<file path="src/rtl/axil_init_sequencer.sv">
// Table-driven AXI4-Lite bring-up master: replays a compile-time register write table after
// reset or on start, with optional read-back compare, per-channel timeout and bounded retry.
module axil_init_sequencer #(
  parameter int                             NUM_ENTRIES    = 2,
  parameter int                             ADDR_W         = 32,
  parameter logic [NUM_ENTRIES*ADDR_W-1:0]  INIT_ADDR      = {32'h0000_0408, 32'h0000_0404},
  parameter logic [NUM_ENTRIES*32-1:0]      INIT_DATA      = {32'h1000_0000, 32'h1000_0000},
  parameter logic [NUM_ENTRIES-1:0]         VERIFY_MASK    = '0,
  parameter int                             STARTUP_DELAY  = 100,
  parameter int                             TIMEOUT_CYCLES = 1024,
  parameter int                             MAX_RETRIES    = 2
) (
  input  logic              clk,
  input  logic              rst_n,
  input  logic              start,
  output logic              busy,
  output logic              done,
  output logic              error,
  output logic [5:0]        err_index,
  output logic [1:0]        err_code,
  output logic [ADDR_W-1:0] m_axi_awaddr,
  output logic              m_axi_awvalid,
  input  logic              m_axi_awready,
  output logic [31:0]       m_axi_wdata,
  output logic [3:0]        m_axi_wstrb,
  output logic              m_axi_wvalid,
  input  logic              m_axi_wready,
  input  logic [1:0]        m_axi_bresp,
  input  logic              m_axi_bvalid,
  output logic              m_axi_bready,
  output logic [ADDR_W-1:0] m_axi_araddr,
  output logic              m_axi_arvalid,
  input  logic              m_axi_arready,
  input  logic [31:0]       m_axi_rdata,
  input  logic [1:0]        m_axi_rresp,
  input  logic              m_axi_rvalid,
  output logic              m_axi_rready
);
  localparam int          CNT_MAX  = (STARTUP_DELAY > TIMEOUT_CYCLES) ? STARTUP_DELAY : TIMEOUT_CYCLES;
  localparam int          CNT_W    = $clog2(CNT_MAX + 1) + 1;
  localparam int          RTY_W    = $clog2(MAX_RETRIES + 2);
  localparam int          DLY_LAST = (STARTUP_DELAY > 0) ? STARTUP_DELAY - 1 : 0;
  localparam logic [63:0] VMASK    = 64'(VERIFY_MASK);
  localparam logic [5:0]  LAST_IDX = 6'(NUM_ENTRIES - 1);
  localparam bit          HAS_VFY  = (VERIFY_MASK != '0);

  typedef enum logic [2:0] {DELAY, WRITE, BRESP, RADDR, RDATA, NEXT, DONE, ERROR} state_t;

  state_t             state_q, state_d;
  logic [CNT_W-1:0]   cnt_q, cnt_d;
  logic [5:0]         idx_q, idx_d, tbl_idx;
  logic [RTY_W-1:0]   retry_q, retry_d;
  logic               awvalid_q, awvalid_d, wvalid_q, wvalid_d, bready_q, bready_d;
  logic               arvalid_q, arvalid_d, rready_q, rready_d;
  logic               aw_done_q, aw_done_d, w_done_q, w_done_d;
  logic [ADDR_W-1:0]  awaddr_q, awaddr_d, araddr_q, araddr_d, tbl_addr;
  logic [31:0]        wdata_q, wdata_d, tbl_data;
  logic [5:0]         err_index_q, err_index_d;
  logic [1:0]         err_code_q, err_code_d, fail_code;
  logic               fail, enter_write, tmo, aw_ok, w_ok;

  // NEXT looks up the following entry so WRITE can load it on entry
  always_comb begin
    tbl_idx  = (state_q == NEXT) ? idx_q + 6'd1 : idx_q;
    tbl_addr = '0;
    tbl_data = '0;
    for (int i = 0; i < NUM_ENTRIES; i++)
      if (tbl_idx == 6'(i)) begin
        tbl_addr = INIT_ADDR[i*ADDR_W +: ADDR_W];
        tbl_data = INIT_DATA[i*32 +: 32];
      end
  end

  assign tmo   = (cnt_q == CNT_W'(TIMEOUT_CYCLES - 1));
  assign aw_ok = aw_done_q | (awvalid_q & m_axi_awready);
  assign w_ok  = w_done_q  | (wvalid_q  & m_axi_wready);

  always_comb begin
    state_d     = state_q;
    cnt_d       = cnt_q + CNT_W'(1);
    idx_d       = idx_q;
    retry_d     = retry_q;
    awvalid_d   = awvalid_q;
    wvalid_d    = wvalid_q;
    bready_d    = bready_q;
    arvalid_d   = arvalid_q;
    rready_d    = rready_q;
    aw_done_d   = aw_done_q;
    w_done_d    = w_done_q;
    awaddr_d    = awaddr_q;
    araddr_d    = araddr_q;
    wdata_d     = wdata_q;
    err_index_d = err_index_q;
    err_code_d  = err_code_q;
    fail        = 1'b0;
    fail_code   = 2'b00;
    enter_write = 1'b0;
    case (state_q)
      DELAY: if (cnt_q >= CNT_W'(DLY_LAST)) enter_write = 1'b1;
      WRITE: begin
        if (aw_ok && w_ok) begin
          state_d   = BRESP;
          cnt_d     = '0;
          awvalid_d = 1'b0;
          wvalid_d  = 1'b0;
          bready_d  = 1'b1;
        end else if (tmo) begin
          fail      = 1'b1;
          fail_code = 2'b10;
        end else begin
          // first WRITE cycle launches both valids; each then holds until its own handshake
          awvalid_d = ~aw_ok;
          wvalid_d  = ~w_ok;
          aw_done_d = aw_ok;
          w_done_d  = w_ok;
        end
      end
      BRESP: begin
        if (bready_q && m_axi_bvalid) begin
          bready_d = 1'b0;
          cnt_d    = '0;
          if (m_axi_bresp != 2'b00) begin
            fail      = 1'b1;
            fail_code = 2'b01;
          end else if (HAS_VFY && VMASK[idx_q]) begin
            state_d  = RADDR;
            araddr_d = awaddr_q;
          end else begin
            state_d = NEXT;
          end
        end else if (tmo) begin
          fail      = 1'b1;
          fail_code = 2'b10;
        end
      end
      RADDR: begin
        if (arvalid_q && m_axi_arready) begin
          state_d   = RDATA;
          cnt_d     = '0;
          arvalid_d = 1'b0;
          rready_d  = 1'b1;
        end else if (tmo) begin
          fail      = 1'b1;
          fail_code = 2'b10;
        end else begin
          arvalid_d = 1'b1;
        end
      end
      RDATA: begin
        if (rready_q && m_axi_rvalid) begin
          rready_d = 1'b0;
          cnt_d    = '0;
          if (m_axi_rresp != 2'b00) begin
            fail      = 1'b1;
            fail_code = 2'b01;
          end else if (m_axi_rdata != wdata_q) begin
            fail      = 1'b1;
            fail_code = 2'b11;
          end else begin
            state_d = NEXT;
          end
        end else if (tmo) begin
          fail      = 1'b1;
          fail_code = 2'b10;
        end
      end
      NEXT: begin
        retry_d = '0;
        if (idx_q == LAST_IDX) begin
          state_d = DONE;
          cnt_d   = '0;
        end else begin
          idx_d       = idx_q + 6'd1;
          enter_write = 1'b1;
        end
      end
      default: begin  // DONE, ERROR
        cnt_d = cnt_q;
        if (start) begin
          state_d     = DELAY;
          cnt_d       = '0;
          idx_d       = '0;
          retry_d     = '0;
          err_index_d = '0;
          err_code_d  = '0;
        end
      end
    endcase

    // a failed attempt abandons any outstanding channel and either retries or gives up
    if (fail) begin
      awvalid_d = 1'b0;
      wvalid_d  = 1'b0;
      bready_d  = 1'b0;
      arvalid_d = 1'b0;
      rready_d  = 1'b0;
      if (retry_q < RTY_W'(MAX_RETRIES)) begin
        retry_d     = retry_q + RTY_W'(1);
        enter_write = 1'b1;
      end else begin
        state_d     = ERROR;
        cnt_d       = '0;
        err_index_d = idx_q;
        err_code_d  = fail_code;
      end
    end

    if (enter_write) begin
      state_d   = WRITE;
      cnt_d     = '0;
      aw_done_d = 1'b0;
      w_done_d  = 1'b0;
      awaddr_d  = tbl_addr;
      wdata_d   = tbl_data;
    end
  end

  always_ff @(posedge clk or negedge rst_n) begin
    if (!rst_n) begin
      state_q     <= DELAY;
      cnt_q       <= '0;
      idx_q       <= '0;
      retry_q     <= '0;
      awvalid_q   <= 1'b0;
      wvalid_q    <= 1'b0;
      bready_q    <= 1'b0;
      arvalid_q   <= 1'b0;
      rready_q    <= 1'b0;
      aw_done_q   <= 1'b0;
      w_done_q    <= 1'b0;
      awaddr_q    <= '0;
      araddr_q    <= '0;
      wdata_q     <= '0;
      err_index_q <= '0;
      err_code_q  <= '0;
    end else begin
      state_q     <= state_d;
      cnt_q       <= cnt_d;
      idx_q       <= idx_d;
      retry_q     <= retry_d;
      awvalid_q   <= awvalid_d;
      wvalid_q    <= wvalid_d;
      bready_q    <= bready_d;
      arvalid_q   <= arvalid_d;
      rready_q    <= rready_d;
      aw_done_q   <= aw_done_d;
      w_done_q    <= w_done_d;
      awaddr_q    <= awaddr_d;
      araddr_q    <= araddr_d;
      wdata_q     <= wdata_d;
      err_index_q <= err_index_d;
      err_code_q  <= err_code_d;
    end
  end

  assign busy          = (state_q != DONE) && (state_q != ERROR);
  assign done          = (state_q == DONE);
  assign error         = (state_q == ERROR);
  assign err_index     = err_index_q;
  assign err_code      = err_code_q;
  assign m_axi_awaddr  = awaddr_q;
  assign m_axi_awvalid = awvalid_q;
  assign m_axi_wdata   = wdata_q;
  assign m_axi_wstrb   = 4'hF;
  assign m_axi_wvalid  = wvalid_q;
  assign m_axi_bready  = bready_q;
  assign m_axi_araddr  = araddr_q;
  assign m_axi_arvalid = HAS_VFY & arvalid_q;
  assign m_axi_rready  = HAS_VFY & rready_q;
endmodule

</file>
<file path="config.mk">
export PLATFORM = sky130hd
export DESIGN_NAME = axil_init_sequencer
export DESIGN_NICKNAME = d
export VERILOG_FILES = /design/src/rtl/axil_init_sequencer.sv
export SDC_FILE = /design/constraint.sdc
export NUM_CORES = 1
export LEC_CHECK = 0
export CELL_PAD_IN_SITES_DETAIL_PLACEMENT = 1
export CELL_PAD_IN_SITES_GLOBAL_PLACEMENT = 2
export CORE_MARGIN = 2
export CORE_UTILIZATION = 24
export DETAILED_ROUTE_END_ITERATION = 7
export PLACE_DENSITY = 0.89
export SLEW_MARGIN = 10
export SYNTH_ARGS = -nofsm -noshare
export SYNTH_HDL_FRONTEND = slang
export SYNTH_SLANG_ARGS = --single-unit
</file>
<file path="constraint.sdc">
create_clock -name clk -period 5.3 [get_ports clk]
set_clock_uncertainty 0.1 [all_clocks]
set_input_delay 1.06 -clock clk [delete_from_list [all_inputs] [get_ports clk]]
set_output_delay 1.06 -clock clk [all_outputs]
set_load 0.02 [all_outputs]
</file>
# Word-level counts from Yosys, hierarchy flattened
# Cells that the tools add are included.
[classes] add_sub_neg=3 n_mul=0 div_mod_pow=0 n_lt_le_gt_ge=2 eq_ne=22 shifts=0 n_mux=94 bitwise_logic=7 n_reduce_logical=23
[op_table] op="12-bit 2-to-1 mux" n=9
[op_table] op="12-bit case mux with 6 select lines" n=1
[op_table] op="29-bit 2-to-1 mux" n=2
[op_table] op="6-bit 2-to-1 mux" n=7
[op_table] op="1-bit 2-to-1 mux" n=39
[op_table] op="3-bit 2-to-1 mux" n=12
[op_table] op="32-bit inequality test" n=1
[op_table] op="2-bit 2-to-1 mux" n=14
[op_table] op="11-bit 2-to-1 mux" n=2
[op_table] op="3-bit inequality test, second input constant" n=6
[op_table] op="3-bit case mux with 6 select lines" n=1
[op_table] op="12-bit by 1-bit adder with 12-bit output, second input constant" n=1
[op_table] op="12-bit by 10-bit equality test with 1-bit output, second input constant" n=1
[op_table] op="3-bit equality test, second input constant" n=4
[op_table] op="6-bit by 1-bit equality test with 1-bit output, second input constant" n=2
[op_table] op="12-bit by 7-bit >= comparator with 1-bit output, second input constant" n=1
[op_table] op="6-bit case mux with 2 select lines" n=1
[op_table] op="3-bit AND reduction" n=4
[op_table] op="2-bit nonzero test" n=6
[op_table] op="2-bit case mux with 4 select lines" n=1
[op_table] op="6-bit by 1-bit adder with 6-bit output, second input constant" n=1
[op_table] op="3-bit by 2-bit equality test with 1-bit output, second input constant" n=2
[op_table] op="6-bit zero test" n=1
[op_table] op="2-bit inequality test, second input constant" n=3
[op_table] op="other kinds (16)" n=29
[word_totals] register_bits=102 latch_bits=0 ramBits=0 romBits=0 inputBits=44 out_inout_bits=116 elab_cells=166 n_memories=0

# Logic depth before layout (Yosys ltp)
# Gate-level depths: netlist of run 1.
[depth] word_depth=8 mapped_depth=9

# Worst setup path before layout of run 1
# OpenSTA, ideal clock, no wires.
[synth_path] path_type="input port to flip-flop" start="input port m_axi_rdata[5]" end="register awaddr_q[10] (netlist: m_axi_awaddr[10])" setup_ns=0.125 t_arrival_ns=2.569 setup_slack_ns=2.506 cell_stages=6 path_buffers=0 path_cell_list="nor4_2 -> nand4_1 -> nor3_2 -> o21ai_2 -> a221oi_4 -> mux2_4"
[synth_between] elab_chain_len=6
[synth_rtl] item="start: declaration" line="34" text="input logic [31:0] m_axi_rdata,"
[synth_rtl] item="32-bit inequality test" line="156" text="end else if (m_axi_rdata != wdata_q) begin"
[synth_rtl] item="1-bit 2-to-1 mux" line="156"
[synth_rtl] item="1-bit 2-to-1 mux" line="153" text="if (m_axi_rresp != 2'b00) begin"
[synth_rtl] item="1-bit 2-to-1 mux" line="150" text="if (rready_q && m_axi_rvalid) begin"
[synth_rtl] item="1-bit case mux with 4 select lines" line="98" text="case (state_q)"
[synth_rtl] item="1-bit 2-to-1 mux" line="191" text="if (fail) begin"
[synth_rtl] item="end signal: assignment" line="248" text="awaddr_q <= awaddr_d;"
[synth_rtl] item="end: declaration" line="56" text="logic [ADDR_W-1:0] awaddr_q, awaddr_d, araddr_q, araddr_d, tbl_addr;"
# Every way passes these cells.
# A chain may end at the register's enable or synchronous reset.

# Final worst setup path of run 1
[layout_path] start="input port m_axi_rdata[0]" end="register awaddr_q[3] (netlist: m_axi_awaddr[3])"
# Same word-level chain as after synthesis.

==> run summary, run 1 <==
status: finished clean
post-route cell area: 0.00383 sq mm
mux cell area share after synthesis: 3.66%
Simple-Gate Fraction of Synth Area: 19.0%
number of routed nets with antenna violations: 0
post-route minimum period: 3250 ps
clock tree buffer depth: 2
max incr delay on CP: 550 ps
post-synthesis cell area: 0.00332 sq mm
worst-path fanout max: 7
post-place instance area: 0.00369 sq mm
GP Congestion: 0.834
H-Tree Depth: 2
CTS tree: built
RSZ-0062 raised after global routing: false
post-CTS setup buffer count: 0
post-synthesis cell count: 387
setup TNS: 0 ps
Initial Util: 24.8%
vias in the first global route: 2673
Root Buffer: clkbuf_16
Pleak: 1.70 nW
I/O pins: 160
CP arrival: 3330 ps
sequential share of the synthesized area: 30.9%
Yosys top cell area share: 30.9%
first-pass GRT wire length: 13400 um
Adder-Cell Fraction of Synth Area: 1.51%
DRC violations left: 0
period utilization: 61.4%
count leader, synth: buf_4
vias per inst: 4.29
share of cells above drive strength 1: 7.95%
drt total wl: 8420 um
Core Area: 0.0133 sq mm
syn_area_per_cell: 8.57 sq um
cell row count: 42
CTS resizes: 0
largest family of logic cells by synthesized area: buffers and inverters
CTS Sinks: 41
Required @ worst endpoint: 5380 ps
initial antenna violation count: 0
# Max-Cap Violations: 0
worst setup path class: in -> reg
port buffer count: 61
Clock transition at path regs: 60 ps
Critical Path Slowest Stage Cell: a221oi_4
Worst slew margin: 34.8%
Post-synth ARST share: 100%
Peak VDD IR: 140 uV
Die Wd: 122 um
f_max: 0.307 GHz
cts hold-fix bufs: 0
worst skew pair latency: 290 ps
synth top area cells: dfrtp_1 (31%), buf_4 (23%), nand2_1 (4.5%), a311oi_2 (3.6%), nor2_1 (2.8%)
CTS buffer count: 5
detailed-route via count: 2644
distinct cell type count of the synthesized netlist: 54
pwr dens: 394 mW/mm^2
cell family with most CP delay: simple AND/OR/NAND/NOR gates
area delta synth->final: 15.7%
Wirelength per Cell: 13.7 um
CP Launch Type: primary input
CP bufs+invs: 1
Slew Limit Fails: 0
total grt overflow: 0
Post-Synth XOR/XNOR Area: 1.06%
DRT Pass-1 Iters: 4
Die ar.: 0.0148 sq mm
Hold WC Path Type: reg -> reg
final hold viol count: 0
most frequent cells after synthesis: buf_4 (101), dfrtp_1 (41), nand2_1 (40), nor2_1 (25)
Ys Warns: 0
Tot GR Track Use: 11.3%
DIE HEIGHT: 122 um
Min Hold Slack: 396 ps
post-synthesis register bit count: 41
largest area contributor in the netlist: dfrtp_1
DR iter-0 viols: 112
Top FF cell, synth: dfrtp_1
EDFF count, synth: 0
Worst-Margin Slew: 978 ps
largest net degree at the start of global routing: 42
setup violators final: 0
post-synthesis compound-gate area fraction: 17.6%
DP Wirelength: 6410 um
Crit. End Element: flop
CP cell instances: clkdlybuf4s50_1 > nor4_2 > nand4_1 > nor3_2 > o21ai_2 > a221oi_4 > mux2_4
diode count: 0
nets: 487
-- kinds of logic (layout without fill, tap and decap cells) --
kind of cell,count (synthesis),after routing
multiplexers,11,11
AO/OA/AOI/OAI,77,77
adder cells (fa/ha/maj),4,4
XOR/XNOR,4,4
flip-flops,41,41
AND/OR/NAND/NOR,124,124
other,2,98
buffers and inverters,124,81
-- worst reg2reg max path, stage by stage (launching register included) --
cell	delay (ps)
dfrtp_1	750
nor2_1	190
nand4_1	160
o22a_1	200
o21ai_2	150
a221oi_4	550
mux2_4	340
-- flip-flops by register name (all words and copies together) (netlist names), 2 cells and up --
name,count
cnt_q,12
err_index,6
idx_q,6
m_axi_awaddr,3
state_q,3
err_code,2
retry_q,2
-- stage by stage --
stage / std cells / worst slack [ps] / power, mW / util, %
floorplan: 483 / 2510 / 1.05 / -
global placement: 608 / 1870 / 1.17 / 27.6
detailed placement: 608 / 1770 / 1.20 / 27.6
CTS: 616 / 2080 / 1.52 / 28.7
global route: 616 / 1940 / 1.62 / 28.7
finish: 616 / 2050 / 1.51 / 28.7
-- worst paths after layout --
check	from	endpoint	slack, ps	depth (start not counted)
min in group asynchronous	rst_n	cnt_q[3]	830	1
max in group asynchronous	rst_n	err_index[4]	3660	1
max reg2reg	state_q[2]	m_axi_awaddr[3]	2750	6
max	m_axi_rdata[0]	m_axi_awaddr[3]	2050	7
min	aw_done_q	aw_done_q	400	1
min reg2reg	aw_done_q	aw_done_q	400	1
-- power by group --
part / total (mW) / leakage, nW / switching (mW) / internal (mW)
sequential: 0.542 / 0.540 / 0.142 / 0.400
clock: 0.310 / 0.0702 / 0.135 / 0.175
combinational: 0.657 / 1.09 / 0.383 / 0.274
total: 1.51 / 1.70 / 0.660 / 0.849
-- area by class of cell --
type / instances / area (sq um)
Timing Repair Buffer: 62 / 613
Inverter: 11 / 41.3
Tap cell: 176 / 220
Clock inverter: 3 / 21.3
Clock buffer: 5 / 125
Multi-Input combinational cell: 318 / 1790
Fill cell: 1632 / 9510
Sequential cell: 41 / 1030
-- routing by layer --
metal	track usage, %	wire length [um]
met1	13.6	3570
met2	20.2	4270
met3	2.39	447
met4	3.59	127
met5	0	0
-- cells in the final DEF, fill, tap and decap left out, types with 5 or more instances in the layout --
cell type,n
nor2_1,25
a311oi_2,8
mux2i_1,8
nor4_1,6
nand2_1,40
o21a_1,5
dfrtp_1,41
nor3_1,9
inv_1,11
clkbuf_16,5
nand3_1,14
clkdlybuf4s50_1,60
nand2b_1,5
a21oi_1,17
o21ai_0,17
conb_1,98
Note: power is estimated with default switching activity, not from simulation.
==> run 2: changes to the inputs <==
CORE_UTILIZATION = 23   (was 24)
PLACE_DENSITY = 0.86   (was 0.89)
clock period = 3.4 ns   (was 5.3 ns; I/O delays follow)
==> run summary, run 2 (synthesis results as in run 1) <==
DIE HEIGHT: 124 um (was 122 um)
total grt overflow: 0 (unchanged)
Sequential Power Share: 33.7% (was 35.9%)
RSZ-0062 raised after global routing: false (unchanged)
pwr dens: 647 mW/mm^2 (was 394 mW/mm^2)
commonest non-fill, non-tap cells in the layout: conb_1 (98), clkdlybuf4s50_1 (60), dfrtp_1 (41) (unchanged)
detailed-route via count: 2674 (was 2644)
DRT Pass-1 Iters: 4 (unchanged)
port buffer count: 61 (unchanged)
Critical Path Slowest Stage Cell: a221oi_4 (unchanged)
Pleak: 1.73 nW (was 1.70 nW)
max incr delay on CP: 510 ps (was 550 ps)
DR WL met2: 4210 um (was 4270 um)
Core Util, Final: 27.8% (was 28.7%)
CTS buffer count: 5 (unchanged)
cts hold-fix bufs: 0 (unchanged)
setup TNS: 0 ps (unchanged)
Die Wd: 124 um (was 122 um)
Hold WC Path Type: reg -> reg (unchanged)
drt total wl: 8690 um (was 8420 um)
max reg flops: 12 (unchanged)
Required @ worst endpoint: 3480 ps (was 5380 ps)
largest net degree at the start of global routing: 42 (unchanged)
status: finished clean (unchanged)
final hold viol count: 0 (unchanged)
Root Buffer: clkbuf_16 (unchanged)
Net Switching: 1.04 mW (was 0.660 mW)
Tot GR Track Use: 11.5% (was 11.3%)
Fill cells: 1689 (was 1632)
Worst slew margin: 36.5% (was 34.8%)
CP arrival: 2900 ps (was 3330 ps)
clock tree buffer depth: 2 (unchanged)
Comb pwr share: 41.0% (was 43.5%)
f_max: 0.354 GHz
Die ar.: 0.0154 sq mm (was 0.0148 sq mm)
CTS resizes: 0 (unchanged)
Clock transition at path regs: 60 ps (about the same)
post-route minimum period: 2820 ps
WL met1: 3910 um (was 3570 um)
CP Launch Type: primary input (unchanged)
most common cell after layout, fill and taps aside: conb_1 (unchanged)
worst-path fanout max: 7 (unchanged)
Crit. End Element: flop (unchanged)
vias per inst: 4.31 (was 4.29)
GP Congestion: 0.916 (was 0.834)
Wirelength per Cell: 14.0 um (was 13.7 um)
CTS tree: built (unchanged)
CTS Sinks: 41 (unchanged)
H-Tree Depth: 2 (unchanged)
initial antenna violation count: 0 (unchanged)
Worst-Margin Slew: 953 ps (was 978 ps)
Core Area: 0.0140 sq mm (was 0.0133 sq mm)
CP cell instances: clkdlybuf4s50_1 > nor4_1 > nand4_1 > nor3_2 > o21ai_2 > a221oi_4 > mux2_4 (was clkdlybuf4s50_1 > nor4_2 > nand4_1 > nor3_2 > o21ai_2 > a221oi_4 > mux2_4)
first-pass GRT wire length: 13900 um (was 13400 um)
diode count: 0 (unchanged)
Slew Limit Fails: 0 (unchanged)
nets: 487 (unchanged)
I/O pins: 160 (unchanged)
cell row count: 43 (was 42)
clock power share: 25.4% (was 20.6%)
Pint: 1.47 mW (was 0.849 mW)
Initial Util: 23.7% (was 24.8%)
Highest Signal Layer: met4 (unchanged)
setup violators final: 0 (unchanged)
vias in the first global route: 2681 (was 2673)
Top reg by flops: cnt_q (unchanged)
met3 routed WL: 479 um (was 447 um)
DP Wirelength: 6670 um (was 6410 um)
share of cells above drive strength 1: 7.95% (unchanged)
worst setup path class: in -> reg (unchanged)
DR iter-0 viols: 92 (was 112)
area delta synth->final: 17.2% (was 15.7%)
Peak VDD IR: 198 uV (was 140 uV)
post-CTS setup buffer count: 0 (unchanged)
worst skew pair latency: 300 ps (was 290 ps)
DRC violations left: 0 (unchanged)
# Max-Cap Violations: 0 (unchanged)
period utilization: 83.1%
Sw Ratio: 41.4% (was 43.8%)
number of routed nets with antenna violations: 0 (unchanged)
==> run 2: changes by cell type in the layout (fill, tap and decap cells not counted) <==
cell / previous run / this run
bufinv_16: 0 / 2
clkinv_2: 1 / 0
clkinvlp_4: 1 / 0
==> run 2: final timing paths <==
path                       depth (start not counted)       startpoint  slack [ps]               end
max in group asynchronous                          1            rst_n        2170      err_index[1]
min in group asynchronous                          1            rst_n         420          cnt_q[8]
hold / removal                                     1       retry_q[0]         390        retry_q[0]
setup / recovery                                   7  m_axi_rdata[25]         580  m_axi_awaddr[10]
hold reg to reg                                    1       retry_q[0]         390        retry_q[0]
setup reg to reg                                   6       state_q[2]         870  m_axi_awaddr[10]
==> run 2: area by class of cell <==
type / count / area (sq um) / share of cell area, %
flip-flops and latches: 41 / 1030 / 26.4
repair buffers: 62 / 613 / 15.8
inverters: 11 / 41.3 / 1.06
well taps: 180 / 225 / 5.79
clock inverters: 3 / 68.8 / 1.77
multi-input cells: 318 / 1790 / 46.0
clock buffers: 5 / 125 / 3.22
==> run 2: metal layers <==
layer	track usage, %	vias up
met5	0	-
met4	3.09	0
met3	2.38	8
met2	19.0	80
met1	15.4	1328
li1	-	1258
==> run 2: per-stage QoR <==
step / setup WS, ps / total power, mW / instance area [sq um] / instances / hold slack, ps
6_report: 576 / 2.51 / 3890 / 620 / 392
5_1_grt: 417 / 2.69 / 3890 / 620 / 415
4_1_cts: 548 / 2.53 / 3890 / 620 / 393
3_5_place_dp: 254 / 1.88 / 3690 / 612 / 383
3_3_place_gp: 339 / 1.84 / 3690 / 612 / 360
2_1_floorplan: 986 / 1.64 / 3680 / 483 / 284
==> run 2: critical path: cells and delay by family <==
kind / cells / cell delay, ps
AO/OA/AOI/OAI: 2 / 690
buffers and inverters: 1 / 410
multiplexers: 1 / 340
AND/OR/NAND/NOR: 3 / 790
==> run 2: power groups by stage <==
stage / Clock [mW] / Sequential [mW] / Combinational (mW)
after floorplan: 0 / 0.786 / 0.853
after CTS: 0.655 / 0.844 / 1.03
final: 0.638 / 0.847 / 1.03
after detailed placement: 0 / 0.851 / 1.03
after global placement: 0 / 0.842 / 0.997
after global routing: 0.679 / 0.877 / 1.14
